File: config.mk
export PLATFORM = sky130hd
export DESIGN_NAME = mem_access_unit_flat
export DESIGN_NICKNAME = d
export VERILOG_FILES = /design/src/rtl/lib_cpu.sv /design/src/rtl/mem_access_unit_if.sv /design/src/rtl/mem_timeout_ctr.sv /design/src/rtl/mem_access_unit.sv /design/src/flat_wrapper.sv
export SDC_FILE = /design/constraint.sdc
export NUM_CORES = 1
export LEC_CHECK = 0
export ABC_AREA = 1
export CORE_MARGIN = 3
export CORE_UTILIZATION = 45
export DETAILED_ROUTE_END_ITERATION = 6
export PLACE_DENSITY = 0.86
export SETUP_SLACK_MARGIN = 0.5
export SLEW_MARGIN = 20
export SYNTH_ARGS = -nofsm -noshare
export SYNTH_HDL_FRONTEND = slang
export SYNTH_SLANG_ARGS = --single-unit
export TNS_END_PERCENT = 50
File: constraint.sdc
create_clock -name clk -period 3.38 [get_ports clk]
set_clock_uncertainty 0.2 [all_clocks]
set_input_delay 0.676 -clock clk [delete_from_list [all_inputs] [get_ports clk]]
set_output_delay 0.676 -clock clk [all_outputs]
set_load 0.02 [all_outputs]
File: src/rtl/lib_cpu.sv
`default_nettype none
// +--------------------------------------------------------------------+
// | lib_cpu : shared types for the memory access unit                  |
// | Rev 1.0                                                            |
// +--------------------------------------------------------------------+
package lib_cpu;

  typedef enum logic [1:0] {
    IDLE     = 2'd0,
    REQ      = 2'd1,
    WAIT_RSP = 2'd2,
    DONE     = 2'd3
  } MEM_STATE;

  localparam int MEM_TIMEOUT_W = 8;

endpackage
`default_nettype wire

File: src/rtl/mem_access_unit_if.sv
`default_nettype none
// +--------------------------------------------------------------------+
// | mem_access_unit_if : request/response bus to unified memory        |
// | Rev 1.0                                                            |
// +--------------------------------------------------------------------+
interface mem_access_unit_if #(
  parameter int ADDR_W = 32,
  parameter int DATA_W = 32
) ();

  logic              bus_req_valid;
  logic              bus_req_ready;
  logic              bus_we;
  logic [ADDR_W-1:0] bus_addr;
  logic [DATA_W-1:0] bus_wdata;
  logic              bus_rsp_valid;
  logic [DATA_W-1:0] bus_rdata;

  modport master (
    output bus_req_valid, bus_we, bus_addr, bus_wdata,
    input  bus_req_ready, bus_rsp_valid, bus_rdata
  );

  modport slave (
    input  bus_req_valid, bus_we, bus_addr, bus_wdata,
    output bus_req_ready, bus_rsp_valid, bus_rdata
  );

endinterface
`default_nettype wire

File: src/rtl/mem_timeout_ctr.sv
`default_nettype none
// +--------------------------------------------------------------------+
// | mem_timeout_ctr : saturating cycle counter flagging an abort       |
// | Rev 1.0                                                            |
// +--------------------------------------------------------------------+
module mem_timeout_ctr
  import lib_cpu::*;
#(
  parameter int TIMEOUT = 255
) (
  input  logic clk,
  input  logic reset,
  input  logic clear,
  input  logic enable,
  output logic expired
);

  localparam logic [MEM_TIMEOUT_W-1:0] c_last_cnt = MEM_TIMEOUT_W'(TIMEOUT - 1);

  logic [MEM_TIMEOUT_W-1:0] count_q;
  logic [MEM_TIMEOUT_W-1:0] count_d;

  assign expired = (count_q == c_last_cnt);

  always_comb begin
    count_d = count_q;
    if (clear) begin
      count_d = '0;
    end else if (enable && !expired) begin
      count_d = count_q + 1'b1;
    end
  end

  always_ff @(posedge clk) begin
    if (reset) begin
      count_q <= '0;
    end else begin
      count_q <= count_d;
    end
  end

endmodule
`default_nettype wire

File: src/rtl/mem_access_unit.sv
`default_nettype none
// +--------------------------------------------------------------------+
// | mem_access_unit : sequences one controller memory access onto bus  |
// | Rev 1.0                                                            |
// +--------------------------------------------------------------------+
module mem_access_unit
  import lib_cpu::*;
#(
  parameter int ADDR_W  = 32,
  parameter int DATA_W  = 32,
  parameter int TIMEOUT = 255
) (
  input  logic               clk,
  input  logic               reset,
  input  logic               i_or_d,
  input  logic               ireg_enab,
  input  logic               mem_rd,
  input  logic               mem_wr,
  input  logic [ADDR_W-1:0]  pc,
  input  logic [ADDR_W-1:0]  alu_out,
  input  logic [DATA_W-1:0]  wdata,
  mem_access_unit_if.master  bus,
  output logic [DATA_W-1:0]  instr,
  output logic [DATA_W-1:0]  data_reg,
  output logic               busy,
  output logic               done,
  output logic               err
);

  MEM_STATE          state_q, state_d;
  logic [ADDR_W-1:0] addr_q, addr_d;
  logic [DATA_W-1:0] wdata_q, wdata_d;
  logic              we_q, we_d;
  logic              dest_q, dest_d;
  logic [DATA_W-1:0] instr_q, instr_d;
  logic [DATA_W-1:0] data_reg_q, data_reg_d;
  logic              err_q, err_d;

  logic misaligned;
  logic tmo_expired;

  assign misaligned = (addr_q[1:0] != 2'b00);

  mem_timeout_ctr #(
    .TIMEOUT (TIMEOUT)
  ) u_timeout (
    .clk     (clk),
    .reset   (reset),
    .clear   (state_q == IDLE),
    .enable  ((state_q == REQ) || (state_q == WAIT_RSP)),
    .expired (tmo_expired)
  );

  // A misaligned access parks in REQ for one cycle with valid masked off.
  assign bus.bus_req_valid = (state_q == REQ) && !misaligned;
  assign bus.bus_we        = we_q;
  assign bus.bus_addr      = addr_q;
  assign bus.bus_wdata     = wdata_q;

  assign instr    = instr_q;
  assign data_reg = data_reg_q;
  assign busy     = (state_q != IDLE);
  assign done     = (state_q == DONE);
  assign err      = err_q;

  always_comb begin
    state_d    = state_q;
    addr_d     = addr_q;
    wdata_d    = wdata_q;
    we_d       = we_q;
    dest_d     = dest_q;
    instr_d    = instr_q;
    data_reg_d = data_reg_q;
    err_d      = err_q;
    unique case (state_q)
      IDLE: begin
        if (mem_wr || mem_rd) begin
          addr_d  = i_or_d ? alu_out : pc;
          we_d    = mem_wr;
          wdata_d = wdata;
          dest_d  = ireg_enab;
          err_d   = 1'b0;
          state_d = REQ;
        end
      end
      REQ: begin
        // An accepted request beats a simultaneous expiry: it is already in flight.
        if (misaligned) begin
          err_d   = 1'b1;
          state_d = DONE;
        end else if (bus.bus_req_ready) begin
          state_d = we_q ? DONE : WAIT_RSP;
        end else if (tmo_expired) begin
          err_d   = 1'b1;
          state_d = DONE;
        end
      end
      WAIT_RSP: begin
        if (bus.bus_rsp_valid) begin
          if (dest_q) begin
            instr_d = bus.bus_rdata;
          end else begin
            data_reg_d = bus.bus_rdata;
          end
          state_d = DONE;
        end else if (tmo_expired) begin
          err_d   = 1'b1;
          state_d = DONE;
        end
      end
      DONE: begin
        state_d = IDLE;
      end
      default: begin
        state_d = IDLE;
      end
    endcase
  end

  always_ff @(posedge clk) begin
    if (reset) begin
      state_q    <= IDLE;
      addr_q     <= '0;
      wdata_q    <= '0;
      we_q       <= 1'b0;
      dest_q     <= 1'b0;
      instr_q    <= '0;
      data_reg_q <= '0;
      err_q      <= 1'b0;
    end else begin
      state_q    <= state_d;
      addr_q     <= addr_d;
      wdata_q    <= wdata_d;
      we_q       <= we_d;
      dest_q     <= dest_d;
      instr_q    <= instr_d;
      data_reg_q <= data_reg_d;
      err_q      <= err_d;
    end
  end

endmodule
`default_nettype wire

File: src/flat_wrapper.sv
// flat-port wrapper written by rule: the top's interface ports become plain ports
module mem_access_unit_flat import lib_cpu::*;
#(
  parameter int ADDR_W  = 32,
  parameter int DATA_W  = 32,
  parameter int TIMEOUT = 255
)
  (clk, reset, i_or_d, ireg_enab, mem_rd, mem_wr, pc, alu_out, wdata, instr, data_reg, busy, done, err, bus_bus_req_valid, bus_bus_we, bus_bus_addr, bus_bus_wdata, bus_bus_req_ready, bus_bus_rsp_valid, bus_bus_rdata);
  mem_access_unit_if #(.ADDR_W(ADDR_W), .DATA_W(DATA_W)) bus_i ();
  input  logic clk;
  input  logic reset;
  input  logic i_or_d;
  input  logic ireg_enab;
  input  logic mem_rd;
  input  logic mem_wr;
  input  logic [ADDR_W-1:0] pc;
  input  logic [ADDR_W-1:0] alu_out;
  input  logic [DATA_W-1:0] wdata;
  output logic [DATA_W-1:0] instr;
  output logic [DATA_W-1:0] data_reg;
  output logic busy;
  output logic done;
  output logic err;
  output wire logic [$bits(bus_i.bus_req_valid)-1:0] bus_bus_req_valid;
  output wire logic [$bits(bus_i.bus_we)-1:0] bus_bus_we;
  output wire logic [$bits(bus_i.bus_addr)-1:0] bus_bus_addr;
  output wire logic [$bits(bus_i.bus_wdata)-1:0] bus_bus_wdata;
  input wire logic [$bits(bus_i.bus_req_ready)-1:0] bus_bus_req_ready;
  input wire logic [$bits(bus_i.bus_rsp_valid)-1:0] bus_bus_rsp_valid;
  input wire logic [$bits(bus_i.bus_rdata)-1:0] bus_bus_rdata;
  assign bus_bus_req_valid = bus_i.bus_req_valid;
  assign bus_bus_we = bus_i.bus_we;
  assign bus_bus_addr = bus_i.bus_addr;
  assign bus_bus_wdata = bus_i.bus_wdata;
  assign bus_i.bus_req_ready = bus_bus_req_ready;
  assign bus_i.bus_rsp_valid = bus_bus_rsp_valid;
  assign bus_i.bus_rdata = bus_bus_rdata;
  mem_access_unit #(.ADDR_W(ADDR_W), .DATA_W(DATA_W), .TIMEOUT(TIMEOUT)) u_core (.clk(clk), .reset(reset), .i_or_d(i_or_d), .ireg_enab(ireg_enab), .mem_rd(mem_rd), .mem_wr(mem_wr), .pc(pc), .alu_out(alu_out), .wdata(wdata), .bus(bus_i), .instr(instr), .data_reg(data_reg), .busy(busy), .done(done), .err(err));
endmodule
---- After elaboration in Yosys (flattened, before gate mapping) ----
Index checks and enable logic that the tools add are counted.
word-level totals
  word-level logic and storage cells ...... 47
  bits in registers ....................... 141
  output and inout bits ................... 133
  input bits .............................. 136
cells by class
  reductions and logical operators ........ 15
  eq/ne operators ......................... 7
  $add $sub $neg .......................... 1
  muxes and demuxes ....................... 14
  bitwise operators ....................... 1
operators with widths
  operator                                               count
  two-way mux 32 bit                                     1
  two-way mux 2 bit                                      5
  adder 8 x 1 -> 8 bit, second input constant            1
  == test 8 bit, second input constant                   1
  one-hot mux 2 bit (4 select lines)                     1
  two-way mux 1 bit                                      6
  AND reduction 3 bit                                    2
  == test 2 bit, second input constant                   2
  AND reduction 4 bit                                    1
  nonzero test 2 bit                                     2
  inequality test 3 x 2 -> 1 bit, second input constant  1
  one-hot mux 1 bit (3 select lines)                     1
  nonzero test 3 bit                                     1
  == test 2 x 1 -> 1 bit, second input constant          1
  logical AND 1 bit                                      2
  zero test 1 bit                                        2
  zero test 2 bit                                        1
  logical OR 1 bit                                       2
  inequality test 2 x 1 -> 1 bit, second input constant  1
  inequality test 2 bit, second input constant           1
  AND reduction 2 bit                                    1
  OR reduction 2 bit                                     1
  inverter 1 bit                                         1

---- Longest topological paths before layout ----
  depth in word-level cells ............... 5
  mapped depth ............................ 10
  mapped depth without buffers ............ 10

---- Cells and area by module ----
Synthesis repeated with hierarchy kept, for this count alone.
unflattened totals
  cells, all modules ...................... 696
  area total of the unflattened synthesis .. 5554.1 um2
by module, submodules not included
  module           sequential area each (um2)  cells an instance  times used  area an instance (um2)
  mem_access_unit  2662.6                      627                1           5076.1
  mem_timeout_ctr  160.2                       69                 1           478.0

---- Worst setup path before layout ----
Ideal clock, no wire load.
  path kind ............................... reg2out
  start ................................... register u_core.state_q[1]
  end ..................................... output port bus_bus_req_valid
  stages on the path, launching flop included .. 5
  setup slack ............................. 1.513 ns
  data arrival time ....................... 0.991 ns
  path buffers ............................ 0
  data required time ...................... 2.504 ns
  path through ............................ dfxtp_1 > inv_1 > ha_1 > inv_1 > nor2_1
between the ends
  cells in the longest elaborated chain, start to end .. 2
RTL lines
  element                 line                    text
  from (decl)             mem_access_unit.sv:30   MEM_STATE state_q, state_d;
  from (signal assigned)  mem_access_unit.sv:131  state_q <= state_d;
  == test 2 x 1 -> 1 bit  mem_access_unit.sv:55   assign bus.bus_req_valid = (state_q == REQ) && !misaligned;
  logical AND 1 bit       mem_access_unit.sv:55
  to (decl)               flat_wrapper.sv:24      output wire logic [$bits(bus_i.bus_req_valid)-1:0] bus_bus_req_valid;
Every way passes these cells.

---- Worst setup path after layout ----
  start ................................... register u_core.state_q[1]
  end ..................................... output port busy
between the ends
  cells in the longest elaborated chain, start to end .. 1
RTL lines
  element             line                   text
  nonzero test 2 bit  mem_access_unit.sv:62  assign busy = (state_q != IDLE);
  to (decl)           flat_wrapper.sv:21     output logic busy;
Every way passes these cells.

==> run summary <==
run status: finished, final reports clean
biggest fanout along the worst timing path: 5
launch point of the critical path: u_core.state_q[1]
nets in the synthesized netlist: 936
leak pwr: 3.68 nW
Final Instance Count excl. Fillers: 1222
signed area change from the synthesized netlist to the final layout: 55.6%
number of failing setup endpoints in the final timing report: 0
achievable clock frequency: 363 MHz
Rows: 41
remaining antenna violation count: 0
Crit Path Category: reg -> out
Post-CTS Hold Fix Bufs: 0
maximum number of pins on one net before global-route repair: 68
initial antenna violation count: 0
RePlAce Congestion: 0.821
average wire per standard cell: 14.8 um
clock tree root buffer cell: sky130_fd_sc_hd__clkbuf_16
fraction of layout instances using a drive strength above 1: 8.10%
antenna diode count: 0
total core area: 0.0127 sq mm
Port-buffer cells: 268
endpoint arrival time on the critical path: 1880 ps
clock tree from TritonCTS: done
top-level I/O count: 269
worst min-delay path category: reg -> reg
number of buffers created by CTS: 17
total global routing overflow: 0
total of flip-flops plus latches after synthesis: 141
clk slew on worst S/H paths: 60 ps
Post-Synthesis Cells: 793
per-cell via count in the routed design: 4.87
number of search-and-repair iterations in the first detailed-routing pass: 4
Sinks on Clock Net: 141
Final Hold Vio Count: 0
count of final max-slew check failures: 0
library cells used by synthesis: 25
level count of the clock H-tree: 4
Max Buffers Root-to-Sink: 2
sequential area share after synthesis: 48.2%
Vert. Die Dim: 120 um
worst-case headroom to the max-slew limit: 31.1%
total wirelength of the detailed-routed design: 18.1 mm
slew at the pin with the worst max-slew slack: 1030 ps
GRT Overall Usage: 24.5%
initial core utilization: 46.2%
synthesis warning total: 0
max-cap violation count: 0
total via count in the routed design: 5949
power density over cell area: 542 mW/mm^2
die outline area: 0.0144 sq mm
final sum of negative setup slack: 0 ps
number of global-route vias before repair: 5662
final standard cell utilization of the core: 71.9%
CP endpoint kind: output port
number of nets in the finished design: 1180
number of cells after detailed placement: 1190
sum of net half-perimeters after detailed placement: 12.7 mm
mean instance size in the synthesized netlist: 7.38 sq um
Worst Setup Start Kind: register
unrepaired setup endpoints after global routing: false
IR Drop Worst-Case VDD: 0.000439 V
launch instance of the worst min-delay path: u_core.instr[1]
wire length of the first global-routing pass: 28.4 mm
crit path time final: 2760 ps
Crit path required time: 2500 ps
reg-to-reg critical path startpoint: u_core.state_q[0]
Netlist Area Pre-Place: 0.00586 sq mm
post-route DRC violation count: 0
worst-skew pair later-pin latency: 400 ps
post-route total power: 0.00494 W
Die X: 120 um
share of the clock period used by the worst path: 81.6%
initial DRC count: 451
worst slack on hold paths: 259 ps
[where the power goes]
group | switching [W] | internal (W) | total (W)
Combinational | 0.000667 | 0.000533 | 0.00120
Clock | 0.000715 | 0.00112 | 0.00184
Sequential | 0.0000798 | 0.00182 | 0.00190
Total | 0.00146 | 0.00348 | 0.00494
[timing repair]
| action | CTS | global route |
|---|---|---|
| setup endpoints to repair | 0 | 1 |
| gates resized for setup | 0 | 1 |
| buffers inserted | 0 | 0 |
| hold endpoints to repair | 0 | 0 |
[through the flow]
stage          setup WS (ps)  cell area, sq um
2_1_floorplan           1510              5860
3_3_place_gp             848              8520
3_5_place_dp             828              8520
4_1_cts                  557              9110
5_1_grt                  507              9110
6_report                 623              9110
[Yosys cell counts]
cell,instances,area [sq um]
sky130_fd_sc_hd__nor2_1,183,687
sky130_fd_sc_hd__dfxtp_1,141,2820
sky130_fd_sc_hd__o21ai_0,110,551
sky130_fd_sc_hd__nand2_1,101,379
sky130_fd_sc_hd__inv_1,47,176
sky130_fd_sc_hd__nand3_1,41,205
sky130_fd_sc_hd__a21oi_1,40,200
sky130_fd_sc_hd__nor2_2,31,194
sky130_fd_sc_hd__o21ai_1,23,115
sky130_fd_sc_hd__buf_2,20,100
sky130_fd_sc_hd__clkbuf_1,18,67.6
sky130_fd_sc_hd__buf_6,12,135
sky130_fd_sc_hd__ha_1,7,87.6
sky130_fd_sc_hd__inv_2,4,15.0
sky130_fd_sc_hd__nand2_2,3,18.8
sky130_fd_sc_hd__clkbuf_2,2,10.0
sky130_fd_sc_hd__xor2_1,2,17.5
sky130_fd_sc_hd__a21oi_4,1,16.3
sky130_fd_sc_hd__inv_4,1,6.26
sky130_fd_sc_hd__nand2_4,1,11.3
sky130_fd_sc_hd__nand4_1,1,6.26
sky130_fd_sc_hd__nor2_4,1,11.3
sky130_fd_sc_hd__o21a_1,1,7.51
sky130_fd_sc_hd__or2_2,1,6.26
sky130_fd_sc_hd__xnor2_1,1,8.76
[logic make-up after synthesis]
kind of cell / share of synthesized area [%]
buf+inv: 8.72
xor+xnor: 0.449
fa+ha+maj: 1.50
flops: 48.2
simple gates: 25.9
compound gates: 15.2
[worst max-delay path: stages (launching register included)]
cell and delay [ps]:
sky130_fd_sc_hd__dfxtp_1 400, sky130_fd_sc_hd__inv_1 100, sky130_fd_sc_hd__ha_1 230, sky130_fd_sc_hd__inv_2 110
sky130_fd_sc_hd__clkdlybuf4s50_1 620
[final cells by class]
cell class                      count  area, sq um
Sequential cell                   141         2820
Multi-Input combinational cell    548         2520
Inverter                           52          198
Fill cell                         985         3560
Clock buffer                       19          453
Timing Repair Buffer              277         2760
Tap cell                          172          215
Clock inverter                     13          140
[path summary, 6_finish.rpt]
| path | to | slack (ps) | cells after the start |
|---|---|---|---|
| setup / recovery | busy | 620 | 4 |
| hold / removal | u_core.instr[1] | 260 | 2 |
| setup reg to reg | u_core.data_reg[11] | 1120 | 7 |
| hold reg to reg | u_core.instr[1] | 260 | 2 |
[cell usage in the layout (no fill, tap or decap), types with 2 or more instances in the layout]
cell / netlist / routed
sky130_fd_sc_hd__nand2_2: 3 / 3
sky130_fd_sc_hd__nor2_2: 31 / 31
sky130_fd_sc_hd__clkinvlp_4: 0 / 7
sky130_fd_sc_hd__nand3_1: 41 / 41
sky130_fd_sc_hd__nand2_1: 101 / 101
sky130_fd_sc_hd__ha_1: 7 / 7
sky130_fd_sc_hd__clkbuf_8: 0 / 2
sky130_fd_sc_hd__nor2_1: 183 / 183
sky130_fd_sc_hd__o21ai_1: 23 / 23
sky130_fd_sc_hd__buf_4: 0 / 8
sky130_fd_sc_hd__bufinv_16: 0 / 2
sky130_fd_sc_hd__inv_2: 4 / 4
sky130_fd_sc_hd__dfxtp_1: 141 / 141
sky130_fd_sc_hd__xor2_1: 2 / 2
sky130_fd_sc_hd__o21ai_0: 110 / 110
sky130_fd_sc_hd__clkinv_2: 0 / 2
sky130_fd_sc_hd__inv_1: 47 / 47
sky130_fd_sc_hd__clkbuf_16: 0 / 17
sky130_fd_sc_hd__clkdlybuf4s50_1: 0 / 266
sky130_fd_sc_hd__a21oi_1: 40 / 40
[routing by layer]
metal	vias up	wire [um]	track usage (%)
met5	-	0	0
met4	0	480	10.6
met3	36	1440	8.53
met2	225	9060	41.1
met1	2682	7140	28.4
li1	3006	-	-
(Power assumes the default switching activity.)
